<file path="src/rtl/alu_rr_arbiter.sv">
// Purpose: round-robin sharing of one ALU between NREQ requesters (optional macro ALU_OPCHK_EN).
// Latency: request accept to resp_valid is 2 cycles (1 cycle for a rejected opcode with ALU_OPCHK_EN).
// Backpressure: result held in RESP until the granted requester's resp_ready; no accepts until back in IDLE.
module alu_rr_arbiter #(
  parameter int NREQ = 2,
  parameter int W    = 32
) (
  input  logic              clk,
  input  logic              rst_n,
  input  logic [NREQ-1:0]   req_valid,
  output logic [NREQ-1:0]   req_ready,
  input  logic [NREQ*W-1:0] req_a,
  input  logic [NREQ*W-1:0] req_b,
  input  logic [NREQ*3-1:0] req_op,
  output logic [NREQ-1:0]   resp_valid,
  input  logic [NREQ-1:0]   resp_ready,
  output logic [W-1:0]      resp_data,
  output logic              resp_zero,
  output logic              resp_err,
  output logic [W-1:0]      alu_a,
  output logic [W-1:0]      alu_b,
  output logic [2:0]        alu_op,
  input  logic [W-1:0]      alu_out,
  input  logic              alu_zero
);

  localparam int IW = (NREQ > 1) ? $clog2(NREQ) : 1;
  localparam logic [NREQ-1:0] ONE = NREQ'(1);

  typedef enum logic [1:0] {
    IDLE = 2'd0,
    EXEC = 2'd1,
    RESP = 2'd2
  } state_t;

  state_t        state;
  state_t        state_nxt;
  logic [IW-1:0] rr_ptr;
  logic [IW-1:0] gnt_id;
  logic [IW-1:0] grant;
  logic          any_vld;
  logic          hs;

  // Unpacked views of the packed per-requester operand buses
  logic [W-1:0] a_arr  [NREQ];
  logic [W-1:0] b_arr  [NREQ];
  logic [2:0]   op_arr [NREQ];

  for (genvar i = 0; i < NREQ; i++) begin : g_unpack
    assign a_arr[i]  = req_a[i*W +: W];
    assign b_arr[i]  = req_b[i*W +: W];
    assign op_arr[i] = req_op[i*3 +: 3];
  end

`ifdef ALU_OPCHK_EN
  logic grant_illegal;
  logic resp_err_q;
  // Codes 100, 110 and 111 have no ALU meaning and bypass execution
  assign grant_illegal = (op_arr[grant] == 3'b100) || (op_arr[grant][2:1] == 2'b11);
  assign resp_err      = resp_err_q;
`else
  assign resp_err = 1'b0;
`endif

  // Round-robin search: first valid at or after rr_ptr, wrapping; lowest offset wins
  always_comb begin
    logic [IW:0] cand;
    any_vld = 1'b0;
    grant   = '0;
    cand    = '0;
    for (int k = NREQ - 1; k >= 0; k--) begin
      cand = {1'b0, rr_ptr} + (IW+1)'(k);
      if (cand >= (IW+1)'(NREQ)) cand = cand - (IW+1)'(NREQ);
      if (req_valid[cand[IW-1:0]]) begin
        grant   = cand[IW-1:0];
        any_vld = 1'b1;
      end
    end
  end

  assign hs = |(req_valid & req_ready);

  // State register
  always_ff @(posedge clk or negedge rst_n) begin
    if (!rst_n) state <= IDLE;
    else        state <= state_nxt;
  end

  // Next-state logic
  always_comb begin
    state_nxt = state;
    case (state)
      IDLE: begin
        if (hs) begin
`ifdef ALU_OPCHK_EN
          state_nxt = grant_illegal ? RESP : EXEC;
`else
          state_nxt = EXEC;
`endif
        end
      end
      EXEC:    state_nxt = RESP;
      RESP:    if (resp_ready[gnt_id]) state_nxt = IDLE;
      default: state_nxt = IDLE;
    endcase
  end

  // Handshake outputs; req_ready is also forced low while reset is asserted
  always_comb begin
    req_ready  = '0;
    resp_valid = '0;
    if (state == IDLE && any_vld && rst_n) req_ready = ONE << grant;
    if (state == RESP) resp_valid = ONE << gnt_id;
  end

  // Datapath: capture operands on accept, capture ALU result in EXEC, hold through RESP
  always_ff @(posedge clk or negedge rst_n) begin
    if (!rst_n) begin
      rr_ptr     <= '0;
      gnt_id     <= '0;
      alu_a      <= '0;
      alu_b      <= '0;
      alu_op     <= '0;
      resp_data  <= '0;
      resp_zero  <= 1'b0;
`ifdef ALU_OPCHK_EN
      resp_err_q <= 1'b0;
`endif
    end else begin
      case (state)
        IDLE: begin
          if (hs) begin
            gnt_id <= grant;
            rr_ptr <= (grant == IW'(NREQ - 1)) ? '0 : grant + 1'b1;
`ifdef ALU_OPCHK_EN
            if (grant_illegal) begin
              // ALU inputs left untouched; the error response is formed here
              resp_data  <= '0;
              resp_zero  <= 1'b0;
              resp_err_q <= 1'b1;
            end else begin
              alu_a      <= a_arr[grant];
              alu_b      <= b_arr[grant];
              alu_op     <= op_arr[grant];
              resp_err_q <= 1'b0;
            end
`else
            alu_a  <= a_arr[grant];
            alu_b  <= b_arr[grant];
            alu_op <= op_arr[grant];
`endif
          end
        end
        EXEC: begin
          resp_data <= alu_out;
          resp_zero <= alu_zero;
        end
        default: ;
      endcase
    end
  end

endmodule
</file>
<file path="config.mk">
export PLATFORM = sky130hd
export DESIGN_NAME = alu_rr_arbiter
export DESIGN_NICKNAME = d
export VERILOG_FILES = /design/src/rtl/alu_rr_arbiter.sv
export SDC_FILE = /design/constraint.sdc
export NUM_CORES = 1
export LEC_CHECK = 0
export ABC_CLOCK_PERIOD_IN_PS = 2900
export BUFFER_PORTS_ARGS = -buffer_cell sky130_fd_sc_hd__buf_4
export CORE_ASPECT_RATIO = 0.9
export CORE_MARGIN = 5
export CORE_UTILIZATION = 47
export DETAILED_ROUTE_END_ITERATION = 8
export GPL_ROUTABILITY_DRIVEN = 0
export PLACE_DENSITY = 0.95
export SLEW_MARGIN = 15
export SYNTH_ARGS = -nofsm -noshare
export SYNTH_HDL_FRONTEND = slang
export SYNTH_SLANG_ARGS = --single-unit
</file>
<file path="constraint.sdc">
create_clock -name clk -period 2.9 [get_ports clk]
set_clock_uncertainty 0.1 [all_clocks]
set_input_delay 0.29 -clock clk [delete_from_list [all_inputs] [get_ports clk]]
set_output_delay 0.29 -clock clk [all_outputs]
set_load 0.01 [all_outputs]
</file>
==> results of run 1 <==
## path summary, 6_finish.rpt
check | start | to | slack [ns] | cells after the start
setup / recovery | rst_n | req_ready[0] | 0.19 | 5
hold / removal | req_b[10] | alu_b[10] | 0.05 | 2
setup reg to reg | state[0] | alu_b[9] | 0.73 | 4
hold reg to reg | resp_data[13] | resp_data[13] | 0.42 | 1
max in group asynchronous | rst_n | resp_data[31] | 1.00 | 4
min in group asynchronous | rst_n | resp_data[24] | 0.22 | 2
## stage by stage
step / power, uW / worst slack [ns]
finish: 6660 / 0.189
global route: 7040 / 0.0444
CTS: 6720 / 0.169
detailed placement: 5770 / 0.656
global placement: 5600 / 0.719
floorplan: 4070 / 1.12
## power groups by stage
stage / clock, uW / sequential, uW / combinational [uW]
6_report: 934 / 2620 / 3100
5_1_grt: 1030 / 2690 / 3320
4_1_cts: 955 / 2610 / 3150
3_5_place_dp: 0 / 2620 / 3150
3_3_place_gp: 0 / 2590 / 3020
2_1_floorplan: 0 / 2850 / 1220
## layer usage
metal	GRT usage (%)	up-vias	share of wire (%)
met5	0	-	0
met1	30.9	2112	36
met4	8.97	0	2.8
li1	-	1985	-
met2	45.7	265	52
met3	6.69	40	9.7
## cell usage after synthesis, types with 2 or more instances
cell        n
a21oi_1     2
a221o_1    67
buf_2      13
buf_4       2
buf_6       5
clkbuf_1   23
dfrtp_1   104
inv_1       3
mux2_2     34
nand2_1    68
nand2b_1    2
nor2_1      2
nor3_1     48
nor3_2     19
## cell families (layout without fill, tap and decap cells)
group / after synthesis / count (layout) / share of synthesized area [%]
buffers and inverters: 47 / 306 / 5.10
DFF: 104 / 104 / 55.8
AOI/OAI and AO/OA: 71 / 71 / 14.8
muxes: 34 / 34 / 8.21
other: 1 / 2 / 0.0804
and+or+nand+nor: 144 / 144 / 16.0
## final cells by class
| type | instances | area (um2) | area share [%] |
|---|---|---|---|
| clock inverters | 6 | 67.6 | 0.964 |
| well taps | 126 | 158 | 2.25 |
| diodes | 1 | 2.50 | 0.0357 |
| multi-input cells | 250 | 1850 | 26.4 |
| flip-flops and latches | 104 | 2600 | 37.1 |
| clock buffers | 10 | 138 | 1.96 |
| repair buffers | 287 | 2180 | 31.1 |
| inverters | 3 | 11.3 | 0.161 |
## sequential cells by signal, summed over array words and instances, names as in the netlist
name,count
rr_ptr,1
resp_data,32
resp_zero,1
state,2
alu_op,3
gnt_id,1
alu_a,32
alu_b,32
==> impl_metrics.env, run 1 <==
export IMPL_status="finished clean"
export IMPL_cts_resized=0
export IMPL_grt_setup_unrepaired="false"
export IMPL_final_hold_viol_count=0
export IMPL_synth_edf_count=0
export IMPL_ant_nets=0
export IMPL_crit_path_start_kind="input port"
export IMPL_fin_cells=787
export IMPL_cts_setup_buffers=0
export IMPL_hp_class="in2reg"
export IMPL_cp_num_buf_inv=3
export IMPL_fin_area_um2=7010
export IMPL_cts_made_buffers=9
export IMPL_die_area_um2=12000
export IMPL_crit_type="in2out"
export IMPL_seqPwrFrac_pct=39.4
export IMPL_grt_pass1_vias=4746
export IMPL_timing_setup_tns_ns=0
export IMPL_area_delta_synth_final_pct=50.2
export IMPL_cts_sinks=104
export IMPL_portBuffers=276
export IMPL_clkPwrFrac_pct=14.0
export IMPL_std_cell_rows=34
export IMPL_cts_path_max_buffers=2
export IMPL_fmax_mhz=369
export IMPL_root_buffer="clkbuf_8"
export IMPL_grt_ovfl_total=0
export IMPL_critPathMaxStageDelay_ns=0.59
export IMPL_maxSlewHeadroom_pct=49.7
export IMPL_syn_area_um2=4660
export IMPL_final_nets=828
export IMPL_setup_viol=0
export IMPL_critPathTopFamily="simple AND/OR/NAND/NOR gates"
export IMPL_crit_top_cell="buf_4"
export IMPL_required_ns=2.51
export IMPL_yosysTopAreaCell="dfrtp_1"
export IMPL_power_per_cell_area_nw_per_um2=951
export IMPL_whs_ns=0.0510
export IMPL_final_common_cell="buf_4"
export IMPL_vias_per_cell=5.59
export IMPL_final_cell_mix="buf_4 (284), dfrtp_1 (104), nand2_1 (68)"
export IMPL_cp_end_kind="primary output"
export IMPL_path_cells="dlygate4sd3_1 -> buf_4 -> nor3b_1 -> and3_2 -> buf_4"
export IMPL_dpl_cell_area_um2=6790
export IMPL_clkLatencyLatePin_ns=0.35
export IMPL_yosysTopAreaCellShare_pct=55.8
export IMPL_period_needed_ns=2.71
export IMPL_htree_num_levels=3
export IMPL_syn_avg_cell_area_um2=11.6
export IMPL_ir_worst_vdd_mv=0.483
export IMPL_initial_utilization_pct=48.1
export IMPL_dp_hpwl_um=12300
export IMPL_grt_total_usage_pct=26.1
export IMPL_p_sw_uw=2380
export IMPL_cap_viol_max_count=0
export IMPL_arrival_ns=2.32
export IMPL_pin_count=278
export IMPL_async_reset_ff_share_pct=100
export IMPL_grt_max_degree=61
export IMPL_ys_warn_count=0
export IMPL_tightest_slew_ns=0.751
export IMPL_cp_slowest_cell="and3_2"
export IMPL_seq_area_frac_synth_pct=55.8
export IMPL_firstDrtPassIters=5
export IMPL_pwr_share_comb_pct=46.6
export IMPL_crit_fanout=22
export IMPL_grt_pass1_wl_um=24800
export IMPL_p_leak_uw=0.00342
export IMPL_cts_tree="yes"
export IMPL_slew_viol_final=0
export IMPL_synth_ff_type="dfrtp_1"
export IMPL_antenna_found_initial=1
export IMPL_yosysUniqueCellTypes=23
export IMPL_core_region_area_um2=9700
export IMPL_postCtsHoldBufs=1
export IMPL_dp_cells=769
export IMPL_synth_area_leaders="dfrtp_1 (56%), a221o_1 (14%), mux2_2 (8.2%), nand2_1 (5.5%), nor3_1 (5.2%)"
export IMPL_synth_fp_nets=574
export IMPL_clk_pin_slew_ns=0.11
export IMPL_routed_wl_um=16000
export IMPL_die_h_um=105
export IMPL_p_int_uw=4280
export IMPL_drive_above_1_share_pct=54.5
export IMPL_routedWlPerCell_um=20.3
export IMPL_final_util_pct=72.3
export IMPL_p_sw_share_pct=35.7
export IMPL_via_count=4402
export IMPL_nFillCells=720
export IMPL_synth_seq_cells=104
export IMPL_drt_iter0_markers=368
export IMPL_period_share_pct=93.5
export IMPL_synth_cells=401
export IMPL_drcViolationCount=0
export IMPL_die_x_um=115
Power figures use the tool's default switching activity.
==> run 2: changes to the inputs <==
--- a/config.mk
+++ b/config.mk
@@ -9,7 +9,8 @@
 export BUFFER_PORTS_ARGS = -buffer_cell sky130_fd_sc_hd__buf_4
 export CORE_ASPECT_RATIO = 0.9
 export CORE_MARGIN = 5
-export CORE_UTILIZATION = 47
+export CORE_UTILIZATION = 48
+export CTS_BUF_LIST = sky130_fd_sc_hd__clkbuf_4
 export DETAILED_ROUTE_END_ITERATION = 8
 export GPL_ROUTABILITY_DRIVEN = 0
 export PLACE_DENSITY = 0.95
==> impl_metrics.env, run 2 (synthesized netlist as in run 1, its figures left out) <==
export IMPL_path_cells="dlygate4sd3_1 -> buf_4 -> nor3b_1 -> and3_2 -> buf_4 -> buf_4"
export IMPL_core_region_area_um2=9570
export IMPL_power_per_cell_area_nw_per_um2=838
export IMPL_top_regs="alu_a x32, alu_b x32, resp_data x32"
export IMPL_clk_pin_slew_ns=0.15
export IMPL_final_util_pct=82.6
export IMPL_status="finished clean"
export IMPL_die_x_um=114
export IMPL_final_common_cell="buf_4"
export IMPL_drt_iter0_markers=464
export IMPL_cap_viol_max_count=0
export IMPL_htree_num_levels=3
export IMPL_cts_tree="yes"
export IMPL_portBuffers=276
export IMPL_pin_count=278
export IMPL_crit_top_cell="buf_4"
export IMPL_drive_above_1_share_pct=47.4
export IMPL_grt_use_met3_pct=6.36
export IMPL_crit_type="in2out"
export IMPL_arrival_ns=2.14
export IMPL_tightest_slew_ns=0.824
export IMPL_via_count=5046
export IMPL_regToRegStartpoint="state[0]"
export IMPL_critPathTopFamily="buffers and inverters"
export IMPL_cp_end_kind="primary output"
export IMPL_startpoint="rst_n"
export IMPL_clkLatencyLatePin_ns=0.46
export IMPL_grt_total_usage_pct=31.3
export IMPL_crit_path_start_kind="input port"
export IMPL_seqPwrFrac_pct=40.0
export IMPL_vias_per_cell=5.68
export IMPL_final_cell_mix="buf_4 (286), dfrtp_1 (104), dlygate4sd3_1 (101)"
export IMPL_hp_class="in2reg"
export IMPL_nFillCells=488
export IMPL_register_area_um2=2600
export IMPL_p_sw_share_pct=37.8
export IMPL_die_h_um=104
export IMPL_ant_nets=0
export IMPL_setup_viol=0
export IMPL_period_share_pct=87.3
export IMPL_p_sw_uw=2510
export IMPL_firstDrtPassIters=7
export IMPL_cts_path_max_buffers=2
export IMPL_slew_viol_final=0
export IMPL_fmax_mhz=395
export IMPL_routed_wl_um=18900
export IMPL_timing_setup_tns_ns=0
export IMPL_initial_utilization_pct=48.7
export IMPL_required_ns=2.51
export IMPL_timing_final_ws_setup_ns=0.368
export IMPL_grt_busiest_layer="met2"
export IMPL_antenna_found_initial=1
export IMPL_pwr_share_comb_pct=49.2
export IMPL_place_ws_ns=0.791
export IMPL_grt_pass1_wl_um=29200
export IMPL_crit_fanout=31
export IMPL_cts_made_buffers=9
export IMPL_root_buffer="clkbuf_4"
export IMPL_met1_usage_pct=34.0
export IMPL_die_area_um2=11800
export IMPL_cp_slowest_cell="dlygate4sd3_1"
export IMPL_std_cell_rows=34
export IMPL_final_hold_viol_count=0
export IMPL_cp_num_buf_inv=4
export IMPL_routedWlPerCell_um=21.3
export IMPL_grt_max_degree=65
export IMPL_grt_ovfl_total=0
export IMPL_cts_setup_buffers=0
export IMPL_dp_hpwl_um=11400
export IMPL_multiInputGateArea_um2=1850
export IMPL_maxSlewHeadroom_pct=45.1
export IMPL_ir_worst_vdd_mv=0.431
export IMPL_p_leak_uw=0.00380
export IMPL_hold_start="resp_ready[1]"
export IMPL_critPathMaxStageDelay_ns=0.54
export IMPL_cts_sinks=104
export IMPL_clkPwrFrac_pct=10.8
export IMPL_p_int_uw=4120
export IMPL_drcViolationCount=0
export IMPL_final_nets=928
export IMPL_period_needed_ns=2.53
export IMPL_grt_pass1_vias=5574
export IMPL_grt_setup_unrepaired="false"
export IMPL_use_met2_pct=57.1
export IMPL_area_delta_synth_final_pct=69.6
## run 2: cell types whose count changed in the layout (fill, tap and decap cells not counted), sizes merged
cell         change
clkinv           +1
clkbuf           -1
bufinv           -1
dlygate4sd3    +100
inv              +2
clkinvlp         -1
diode            +1
## run 2: worst register-to-register path, stage by stage (launching register included)
cell	delay (ns)
dfrtp_1	0.43
nor3b_1	0.42
o21ai_4	0.32
buf_4	0.37
a221o_1	0.37
## run 2: area by class of cell
cell class | instances | area share [%]
clock inverter | 7 | 0.775
timing repair buffer | 387 | 39.9
antenna | 2 | 0.0633
tap | 126 | 1.99
sequential | 104 | 32.9
inverter | 3 | 0.142
multi-input combinational | 250 | 23.3
clock buffer | 9 | 0.854
## run 2: what timing repair did
action | CTS | global route
hold buffers | 101 | 0
hold endpoints to repair | 140 | 0
resized for setup | 0 | 0
## run 2: worst paths after layout
kind / cells past startpoint / slack (ns) / to
hold / removal: 3 / 0.07 / state[1]
hold reg to reg: 1 / 0.43 / resp_data[23]
setup / recovery: 6 / 0.37 / req_ready[0]
setup reg to reg: 4 / 0.79 / alu_a[22]
min in group asynchronous: 3 / 0.33 / alu_a[15]
max in group asynchronous: 4 / 1.12 / alu_b[6]
## run 2: power groups by stage
stage | Combinational (uW) | Clock (uW) | Sequential (uW)
detailed placement | 3110 | 0 | 2610
finish | 3260 | 713 | 2650
global placement | 3010 | 0 | 2580
global route | 3470 | 780 | 2710
CTS | 3210 | 715 | 2590
floorplan | 1220 | 0 | 2850
## run 2: per-layer routing
layer	up-vias	share of wire (%)
met4	0	5.0
met5	-	0
li1	2198	-
met2	332	54
met3	86	7.1
met1	2430	34
## run 2: per-stage QoR
stage | instance area (um2) | hold WS (ns) | std cells | total power, uW
2_1_floorplan | 4660 | -0.106 | 401 | 4070
3_3_place_gp | 6770 | 0.287 | 769 | 5590
4_1_cts | 7910 | 0.0485 | 886 | 6520
6_report | 7910 | 0.0654 | 888 | 6630
5_1_grt | 7910 | 0.0534 | 887 | 6960
3_5_place_dp | 6770 | 0.291 | 769 | 5710
